**config.mk**
```make
export PLATFORM = sky130hd
export DESIGN_NAME = fetch_unit
export DESIGN_NICKNAME = d
export VERILOG_FILES = /design/src/rtl/fetch_unit.sv
export SDC_FILE = /design/constraint.sdc
export NUM_CORES = 1
export LEC_CHECK = 0
export CAP_MARGIN = 20
export CORE_ASPECT_RATIO = 0.5
export CORE_UTILIZATION = 40
export CTS_BUF_LIST = sky130_fd_sc_hd__clkbuf_4
export CTS_CLUSTER_DIAMETER = 80
export DETAILED_ROUTE_END_ITERATION = 10
export DONT_BUFFER_PORTS = 1
export SLEW_MARGIN = 20
export SYNTH_ARGS = -nofsm -noshare
export SYNTH_HDL_FRONTEND = slang
export SYNTH_SLANG_ARGS = --single-unit
export TNS_END_PERCENT = 100
```
**constraint.sdc**
```tcl
create_clock -name CLK -period 7.1 [get_ports CLK]
set_input_delay 1.065 -clock CLK [delete_from_list [all_inputs] [get_ports CLK]]
set_output_delay 1.065 -clock CLK [all_outputs]
set_load 0.01 [all_outputs]
```
**src/rtl/fetch_unit.sv**
```systemverilog
// rtl/fetch_unit.sv - instruction fetch unit with redirect handling
//
// Purpose: issues word-aligned reads to instruction memory, presents one
// fetched instruction at a time to the decoder, and follows redirects
// (taken branch / JAL / JALR). All outputs are registered.
//
// Ports:
//   CLK, RST                     clock, asynchronous active-high reset
//   imem_req, imem_addr          read request and byte address (held until ack)
//   imem_ack, imem_rdata         one-cycle acknowledge with returned word
//   Inst, inst_pc, inst_valid    instruction to decoder, its address, valid
//   inst_ready                   decoder consumes Inst this cycle
//   redirect, redirect_pc        fetch-stream change and new target
//   misalign_err                 sticky misaligned-target flag
//
// Build option: FETCH_MISALIGN_TRAP_EN - when defined, a redirect to a
// non-word-aligned target enters ERR and sets misalign_err; when undefined
// the low two target bits are cleared and misalign_err is constant 0.

module fetch_unit #(
    parameter logic [31:0] RESET_PC = 32'h0000_0000,
    parameter logic [31:0] NOP_INST = 32'h0000_0013
) (
    input  logic        CLK,
    input  logic        RST,
    output logic        imem_req,
    output logic [31:0] imem_addr,
    input  logic        imem_ack,
    input  logic [31:0] imem_rdata,
    output logic [31:0] Inst,
    output logic [31:0] inst_pc,
    output logic        inst_valid,
    input  logic        inst_ready,
    input  logic        redirect,
    input  logic [31:0] redirect_pc,
    output logic        misalign_err
);

    typedef enum logic [2:0] {
        IDLE = 3'd0,
        REQ  = 3'd1,
        HOLD = 3'd2,
        DROP = 3'd3,
        ERR  = 3'd4
    } state_t;

    state_t      state_q, state_d;
    logic [31:0] pc_q, pc_d;
    logic        imem_req_q, imem_req_d;
    logic [31:0] imem_addr_q, imem_addr_d;
    logic [31:0] inst_q, inst_d;
    logic [31:0] inst_pc_q, inst_pc_d;
    logic        inst_valid_q, inst_valid_d;
    logic        misalign_err_q, misalign_err_d;
    logic [31:0] tgt_q, tgt_d;          // redirect target waiting for the dropped ack
    logic        tgt_bad_q, tgt_bad_d;  // that target is misaligned

    logic [31:0] tgt_pc;
    logic        tgt_bad;
    logic        ack_v;
    logic        jump;
    logic [31:0] jump_pc;
    logic        jump_bad;

`ifdef FETCH_MISALIGN_TRAP_EN
    assign tgt_pc       = redirect_pc;
    assign tgt_bad      = |redirect_pc[1:0];
    assign misalign_err = misalign_err_q;
`else
    logic unused_bits;
    assign tgt_pc       = {redirect_pc[31:2], 2'b00};
    assign tgt_bad      = 1'b0;
    assign misalign_err = 1'b0;
    assign unused_bits  = ^{redirect_pc[1:0], misalign_err_q};
`endif

    // An ack is only honoured against a request we actually have outstanding;
    // this also discards a late ack for a request cut short by reset.
    assign ack_v = imem_ack & imem_req_q;

    always_comb begin
        state_d        = state_q;
        pc_d           = pc_q;
        imem_req_d     = imem_req_q;
        imem_addr_d    = imem_addr_q;
        inst_d         = inst_q;
        inst_pc_d      = inst_pc_q;
        inst_valid_d   = inst_valid_q;
        misalign_err_d = misalign_err_q;
        tgt_d          = tgt_q;
        tgt_bad_d      = tgt_bad_q;
        jump           = 1'b0;
        jump_pc        = tgt_pc;
        jump_bad       = tgt_bad;

        case (state_q)
            IDLE: begin
                if (redirect) begin
                    jump = 1'b1;
                end else begin
                    // Request is raised one cycle after entering REQ.
                    state_d = REQ;
                end
            end
            REQ: begin
                if (redirect) begin
                    if (ack_v || !imem_req_q) begin
                        jump = 1'b1;
                    end else begin
                        // Bus request must stay stable until its ack: park the target.
                        tgt_d     = tgt_pc;
                        tgt_bad_d = tgt_bad;
                        state_d   = DROP;
                    end
                end else if (ack_v) begin
                    inst_d       = imem_rdata;
                    inst_pc_d    = pc_q;
                    inst_valid_d = 1'b1;
                    pc_d         = pc_q + 32'd4;
                    imem_req_d   = 1'b0;
                    state_d      = HOLD;
                end else if (!imem_req_q) begin
                    imem_req_d  = 1'b1;
                    imem_addr_d = pc_q;
                end
            end
            HOLD: begin
                if (redirect) begin
                    jump = 1'b1;
                end else if (inst_ready) begin
                    inst_valid_d = 1'b0;
                    inst_d       = NOP_INST;
                    imem_req_d   = 1'b1;
                    imem_addr_d  = pc_q;
                    state_d      = REQ;
                end
            end
            DROP: begin
                if (redirect) begin
                    tgt_d     = tgt_pc;
                    tgt_bad_d = tgt_bad;
                end
                if (ack_v) begin
                    jump = 1'b1;
                    // A redirect arriving with the ack is the newest target.
                    if (!redirect) begin
                        jump_pc  = tgt_q;
                        jump_bad = tgt_bad_q;
                    end
                end
            end
            ERR: begin
                imem_req_d     = 1'b0;
                inst_valid_d   = 1'b0;
                misalign_err_d = 1'b1;
            end
            default: begin
                state_d = IDLE;
            end
        endcase

        if (jump) begin
            inst_valid_d = 1'b0;
            inst_d       = NOP_INST;
            if (jump_bad) begin
                imem_req_d     = 1'b0;
                misalign_err_d = 1'b1;
                state_d        = ERR;
            end else begin
                pc_d        = jump_pc;
                imem_req_d  = 1'b1;
                imem_addr_d = jump_pc;
                state_d     = REQ;
            end
        end
    end

    always_ff @(posedge CLK or posedge RST) begin
        if (RST) begin
            state_q        <= IDLE;
            pc_q           <= RESET_PC;
            imem_req_q     <= 1'b0;
            imem_addr_q    <= RESET_PC;
            inst_q         <= NOP_INST;
            inst_pc_q      <= 32'h0;
            inst_valid_q   <= 1'b0;
            misalign_err_q <= 1'b0;
            tgt_q          <= 32'h0;
            tgt_bad_q      <= 1'b0;
        end else begin
            state_q        <= state_d;
            pc_q           <= pc_d;
            imem_req_q     <= imem_req_d;
            imem_addr_q    <= imem_addr_d;
            inst_q         <= inst_d;
            inst_pc_q      <= inst_pc_d;
            inst_valid_q   <= inst_valid_d;
            misalign_err_q <= misalign_err_d;
            tgt_q          <= tgt_d;
            tgt_bad_q      <= tgt_bad_d;
        end
    end

    assign imem_req   = imem_req_q;
    assign imem_addr  = imem_addr_q;
    assign Inst       = inst_q;
    assign inst_pc    = inst_pc_q;
    assign inst_valid = inst_valid_q;

endmodule

```
==> flow_summary.toml <==
[critical_path]
path_cells = "nand2b_1 -> nor4_4 -> nand4b_2 -> o21a_1 -> o31a_1"
cp_max_fo = 18
crit_type = "register to register"
cp-start-kind = "register"
slowest_stage = "dfrtp_1"
crit_required_ns = 7.55
worstPathArrival_ns = 3.13
slowest_delay_ns = 0.75
crit_path_end_kind = "register"

[floorplanning]
core_area_um2 = 18400
dieHeight_um = 99.2
rows = 35
io_pins = 168
die_w_um = 196
die_area_um2 = 19500
initial_core_util_pct = 41.0

[cts]
cts_tree = "built"
clock_path_buffers = 2
cts-root-buf = "clkbuf_4"
cts_htree_levels = 4
cts_setup_buffers = 0
clock_latency_ns = 0.57
cts.clk_slew.worst_paths_ns = 0.14
cts_resized = 0
cts-hold-fix-buffers = 0
cts_sinks = 166
cts_buffers = 17

[final_layout]
area_delta_synth_final_pct = 7.53
drive_gt1_share_pct = 12.9
nNetsFinal = 765
fillers = 1769

[pwr]
power.leakage_nw = 3.81
combinationalPowerShare_pct = 29.5
intPower_mw = 2.08
p_per_area_nw_per_um2 = 435
power_mw = 3.54
seq_power_share_pct = 52.4
swShare_pct = 41.3
peakVddDrop_mv = 0.158
clockPowerShare_pct = 18.1
p_sw_mw = 1.46

[timing]
holdWs_ns = 0.501
setup_slack_ns = 4.42
rsz0062_at_grt = "false"
max_freq_mhz = 374
hold_violations = 0
setup_viol = 0
maxSlewHeadroom_pct = 34.9
drv_slew = 0
finalSetupTns_ns = 0
finalCritPeriodShare_pct = 37.7
finClkSkew_ns = 0.0390
min_period_ns = 2.68
tightest_slew_ns = 0.977

[drt]
wirelength_mm = 19.0
firstDrtPassIters = 4
drc_errors = 0
via_count = 5178
ant_nets = 0
wl_per_cell_um = 19.7
dr.first_iter.drc_count = 323
vias_per_cell = 5.35

[place]
port_buffers = 0
hpwl_mm = 12.2
gp_congestion = 0.794
dp_slack_ns = 4.01

[synth]
synth_cells = 712
syn_area_um2 = 7560
syn_nets = 782
avgSynthCellArea_um2 = 10.6
ys.flop_type = "dfrtp_1"
synth-edff-count = 0
synth_cell_type_count = 48
ys_ff_latch = 166
synthArstFlopShare_pct = 100
seq_area_frac_synth_pct = 55.0
yosysWarnings = 0

[status]
outcome = "finished, final reports clean"

[global_route]
grt_max_degree = 94
antenna_found_initial = 1
grt_pass1_wl_mm = 29.7
track_usage_pct = 20.1
first_global_vias = 5192
grt_overflow_total = 0

[min_path]
hp-class = "input pin to async pin"

[flow_run]
max_cap_violations = 0
power groups by stage:
| stage | registers, mW | logic [mW] | clock network (mW) |
|---|---|---|---|
| detailed placement | 1.88 | 1.05 | 0 |
| global placement | 1.87 | 1.02 | 0 |
| finish | 1.86 | 1.05 | 0.641 |
| CTS | 1.86 | 1.05 | 0.661 |
| global route | 1.92 | 1.17 | 0.698 |
| floorplan | 1.72 | 0.869 | 0 |
path summary, 6_finish.rpt:
path,from,end,slack (ns),cells after the start
setup / recovery,state_q[0],pc_q[26],4.42,5
hold / removal,RST,Inst[25],0.50,1
hold reg to reg,Inst[4],Inst[4],0.50,2
min in group CLK,Inst[4],Inst[4],0.50,2
setup reg to reg,state_q[0],pc_q[26],4.42,5
max in group asynchronous,RST,inst_pc[5],5.02,2
worst max-delay path, delay by kind of cell, from the launching register on:
| kind | cells | cell delay (ns) |
|---|---|---|
| AO/OA/AOI/OAI | 2 | 0.48 |
| flip-flops | 1 | 0.75 |
| AND/OR/NAND/NOR | 3 | 1.34 |
layout make-up:
type	count	area [µm²]	area share, %
clock buffer	18	135	1.66
multi-input combinational	489	3200	39.4
sequential	166	4160	51.1
timing repair buffer	10	75.1	0.923
clock inverter	14	189	2.32
tap	259	324	3.98
inverter	11	46.3	0.569
antenna	1	2.50	0.0308
stage by stage:
stage / cell area, µm² / utilization, % / instances
2_1_floorplan: 7560 / - / 712
3_3_place_gp: 7810 / 42.3 / 935
3_5_place_dp: 7810 / 42.3 / 935
4_1_cts: 8130 / 44.1 / 967
5_1_grt: 8130 / 44.1 / 968
6_report: 8130 / 44.1 / 968
flip-flops by register name, summed over array words and instances (netlist names):
name,flops
Inst,32
imem_addr,32
imem_req,1
inst_pc,32
inst_valid,1
pc_q,32
state_q,3
tgt_bad_q,1
tgt_q,32
synthesized netlist by cell type (6+ instances only):
cell type / number / share of area (%)
dfrtp_1: 163 / 54
o21ai_0: 6 / 0.40
clkbuf_1: 28 / 1.4
a21boi_1: 41 / 4.1
inv_1: 11 / 0.55
and3_1: 11 / 0.91
nand2_1: 171 / 8.5
buf_2: 12 / 0.79
xnor2_1: 10 / 1.2
nand4_1: 10 / 0.83
and2_1: 7 / 0.58
a21oi_1: 7 / 0.46
xor2_1: 15 / 1.7
a21boi_0: 15 / 1.5
o31a_1: 6 / 0.69
a22o_1: 30 / 3.5
nor2_1: 12 / 0.60
mux2_2: 31 / 4.6
mux2i_1: 34 / 4.5
nand3_1: 41 / 2.7
kinds of logic after synthesis:
group,share of synthesized area [%]
adder cells (fa/ha/maj),0.165
flip-flops,55.0
XOR/XNOR,2.89
other,0.0496
multiplexers,9.11
buffers and inverters,3.18
AO/OA/AOI/OAI,12.2
AND/OR/NAND/NOR,17.4
cells in the final DEF (no fill, tap or decap), types with 4 or more instances in the layout:
master and instances:
and2_1 7, clkbuf_4 18, inv_6 6, o31a_1 5, xnor2_1 10, mux2_2 31
o21ai_0 6, a21boi_0 15, inv_1 10, and3_1 11, dfrtp_1 163, nand3_1 41
nand4_1 10, nand2_1 171, nor2b_1 4, a21oi_1 7, mux2i_1 34, a21boi_1 41
nor2_1 11, buf_4 10, xor2_1 15, a22o_1 30
per-layer routing:
layer / vias up / share of wire [%] / GRT usage [%] / routed length, µm
met1: 2627 / 48 / 26.6 / 9130
met2: 115 / 45 / 32.2 / 8640
met3: 11 / 5.9 / 6.31 / 1130
met5: - / 0 / 0 / 0
li1: 2425 / - / - / -
met4: 0 / 0.65 / 4.63 / 123
Power figures use the tool's default switching activity.
==> edit: new RTL, same settings <==
The 5 states of `state_t` get a one-hot encoding in 5 bits.
--- a/src/rtl/fetch_unit.sv
+++ b/src/rtl/fetch_unit.sv
@@ -36,12 +36,12 @@
     output logic        misalign_err
 );
 
-    typedef enum logic [2:0] {
-        IDLE = 3'd0,
-        REQ  = 3'd1,
-        HOLD = 3'd2,
-        DROP = 3'd3,
-        ERR  = 3'd4
+    typedef enum logic [4:0] {
+        IDLE = 5'b00001,
+        REQ  = 5'b00010,
+        HOLD = 5'b00100,
+        DROP = 5'b01000,
+        ERR  = 5'b10000
     } state_t;
 
     state_t      state_q, state_d;
Function: no difference found for any inputs over 4 cycles, from zero or initial values and one cycle with RST high; so few cycles prove little.
==> edit against the unedited design <==
Global-route usage shrank 1.0 points. Area after synthesis grew 2.5%. Highest routed layer unchanged. Sequential cell count grew 2. Die area grew 2.5%. Clock skew shrank 0.0035 ns. Power grew 3.1%. Synthesized cell count shrank 4.8%. Worst setup slack lost 0.75 ns. Routed wire length shrank 3.3%. First-iteration DRC count shrank 25%. Final area grew 1.8%. Sequential power grew 3%.
==> edit: results (changes against the unedited design) <==
[metrics] vias in the first global route: 5040 (-2.9%)
[metrics] sequential area share after synthesis: 54.27% (-0.70 points)
[metrics] Worst Hold Slack: 0.4966 ns (-0.004327 ns)
[metrics] clock slew at reported path FFs: 0.16 ns (+0.02 ns)
[metrics] maximum cell stage delay along the critical path: 0.81 ns (+0.06 ns)
[metrics] status: complete, no violations
[metrics] drt initial violations: 241 (-25%)
[metrics] Synth cell types: 51 (+6.3%)
[metrics] Post-Route Skew: 0.03548 ns (-0.003534 ns)
[metrics] initial antenna violation count: 0 (-1)
[metrics] global-route wire length before repair: 28.97 mm (-2.3%)
[metrics] area after detailed placement: 7989 um^2 (+2.3%)
[metrics] ranking of synthesized cells by area: sky130_fd_sc_hd__dfrtp_1, sky130_fd_sc_hd__mux2i_1, sky130_fd_sc_hd__mux2_2, sky130_fd_sc_hd__nand2_1, sky130_fd_sc_hd__a22o_1
[metrics] synthesized netlist net count: 748 (-4.3%)
[metrics] total track usage: 19.04% (-1.0 points)
[metrics] Compound-Gate Fraction of Synth Area: 8.340% (-3.9 points)
[metrics] total half-perimeter wirelength after legalization and detailed placement: 12.34 mm (+0.88%)
[metrics] largest fanout of any net on the critical path: 45 (+27)
[metrics] gpl congestion: 0.8539 (+7.5%)
[metrics] share of post-route cells with drive strength above 1: 13.95% (+1.1 points)
[metrics] maximum number of pins on one net before global-route repair: 102 (+8.5%)
[metrics] detailed-route vias per instance: 5.402 (+0.99%)
[metrics] signal arrival time at the worst endpoint: 3.90 ns (+0.77 ns)
[metrics] Worst IR Drop VDD: 0.1253 mV (-21%)
[metrics] number of filler cells placed in the layout: 1773 (+0.23%)
[metrics] final layout net count: 731 (-4.4%)
[metrics] commonest cells in the synthesized netlist: sky130_fd_sc_hd__dfrtp_1, sky130_fd_sc_hd__mux2i_1, sky130_fd_sc_hd__nand2_1
[metrics] count of inserted antenna diode cells: 0 (-1)
[metrics] min-delay worst type: flop to flop
[metrics] Final Routed Wirelength: 18.40 mm (-3.3%)
[metrics] launching instance or port of the critical path: state_q[3]$_DFFE_PP0P_
[metrics] fraction of synthesized cell area in xor and xnor cells: 2.710% (-0.18 points)
[metrics] leakage power: 3.977 nW (+4.5%)
[metrics] largest family of logic cells by synthesized area: multiplexers
[metrics] tightest slew margin relative to the limit: 35.27% (+0.42 points)
[edit: cell types whose count changed in the layout (fill, tap and decap cells not counted), moves of 6 or more]
cell                       delta
sky130_fd_sc_hd__and3_1       -6
sky130_fd_sc_hd__a21boi_0    -15
sky130_fd_sc_hd__a21boi_1    -41
sky130_fd_sc_hd__or4_1        +6
sky130_fd_sc_hd__mux2i_1     +78
sky130_fd_sc_hd__nor4_1       +6
sky130_fd_sc_hd__a21oi_1      +9
sky130_fd_sc_hd__a31oi_1      +7
sky130_fd_sc_hd__o21ai_0     +11
sky130_fd_sc_hd__nand2_1     -77
sky130_fd_sc_hd__nand3_1     -29
[edit: power breakdown]
| group | total, W | switching, W | leakage (nW) | internal [W] |
|---|---|---|---|---|
| sequential | 0.00192 | 0.000530 | 2.08 | 0.00139 |
| clock | 0.000553 | 0.000392 | 0.153 | 0.000161 |
| combinational | 0.00118 | 0.000614 | 1.74 | 0.000564 |
[edit: area by class of cell]
cell class,instances,share of cell area (%)
multi-input cells,450,40.31
well taps,259,3.914
repair buffers,10,0.9068
inverters,14,0.6952
clock buffers,17,1.541
clock inverters,15,1.798
flip-flops and latches,168,50.84
[edit: per-layer routing]
metal | share of wire, % | global-route usage, % | wire (um)
met3 | 7.2 | 5.520 | 1319
met1 | 48 | 26.78 | 8920
met5 | 0 | 0 | 0
met4 | 0.89 | 4.497 | 163
met2 | 43 | 28.94 | 7992
[edit: through the flow]
stage | instances | util [%] | setup WS, ns
3_3_place_gp | 901 | 42.72 | 3.544
6_report | 933 | 44.28 | 3.675
5_1_grt | 933 | 44.28 | 3.493
3_5_place_dp | 901 | 42.72 | 3.510
2_1_floorplan | 678 | - | 1.495
4_1_cts | 933 | 44.20 | 3.697
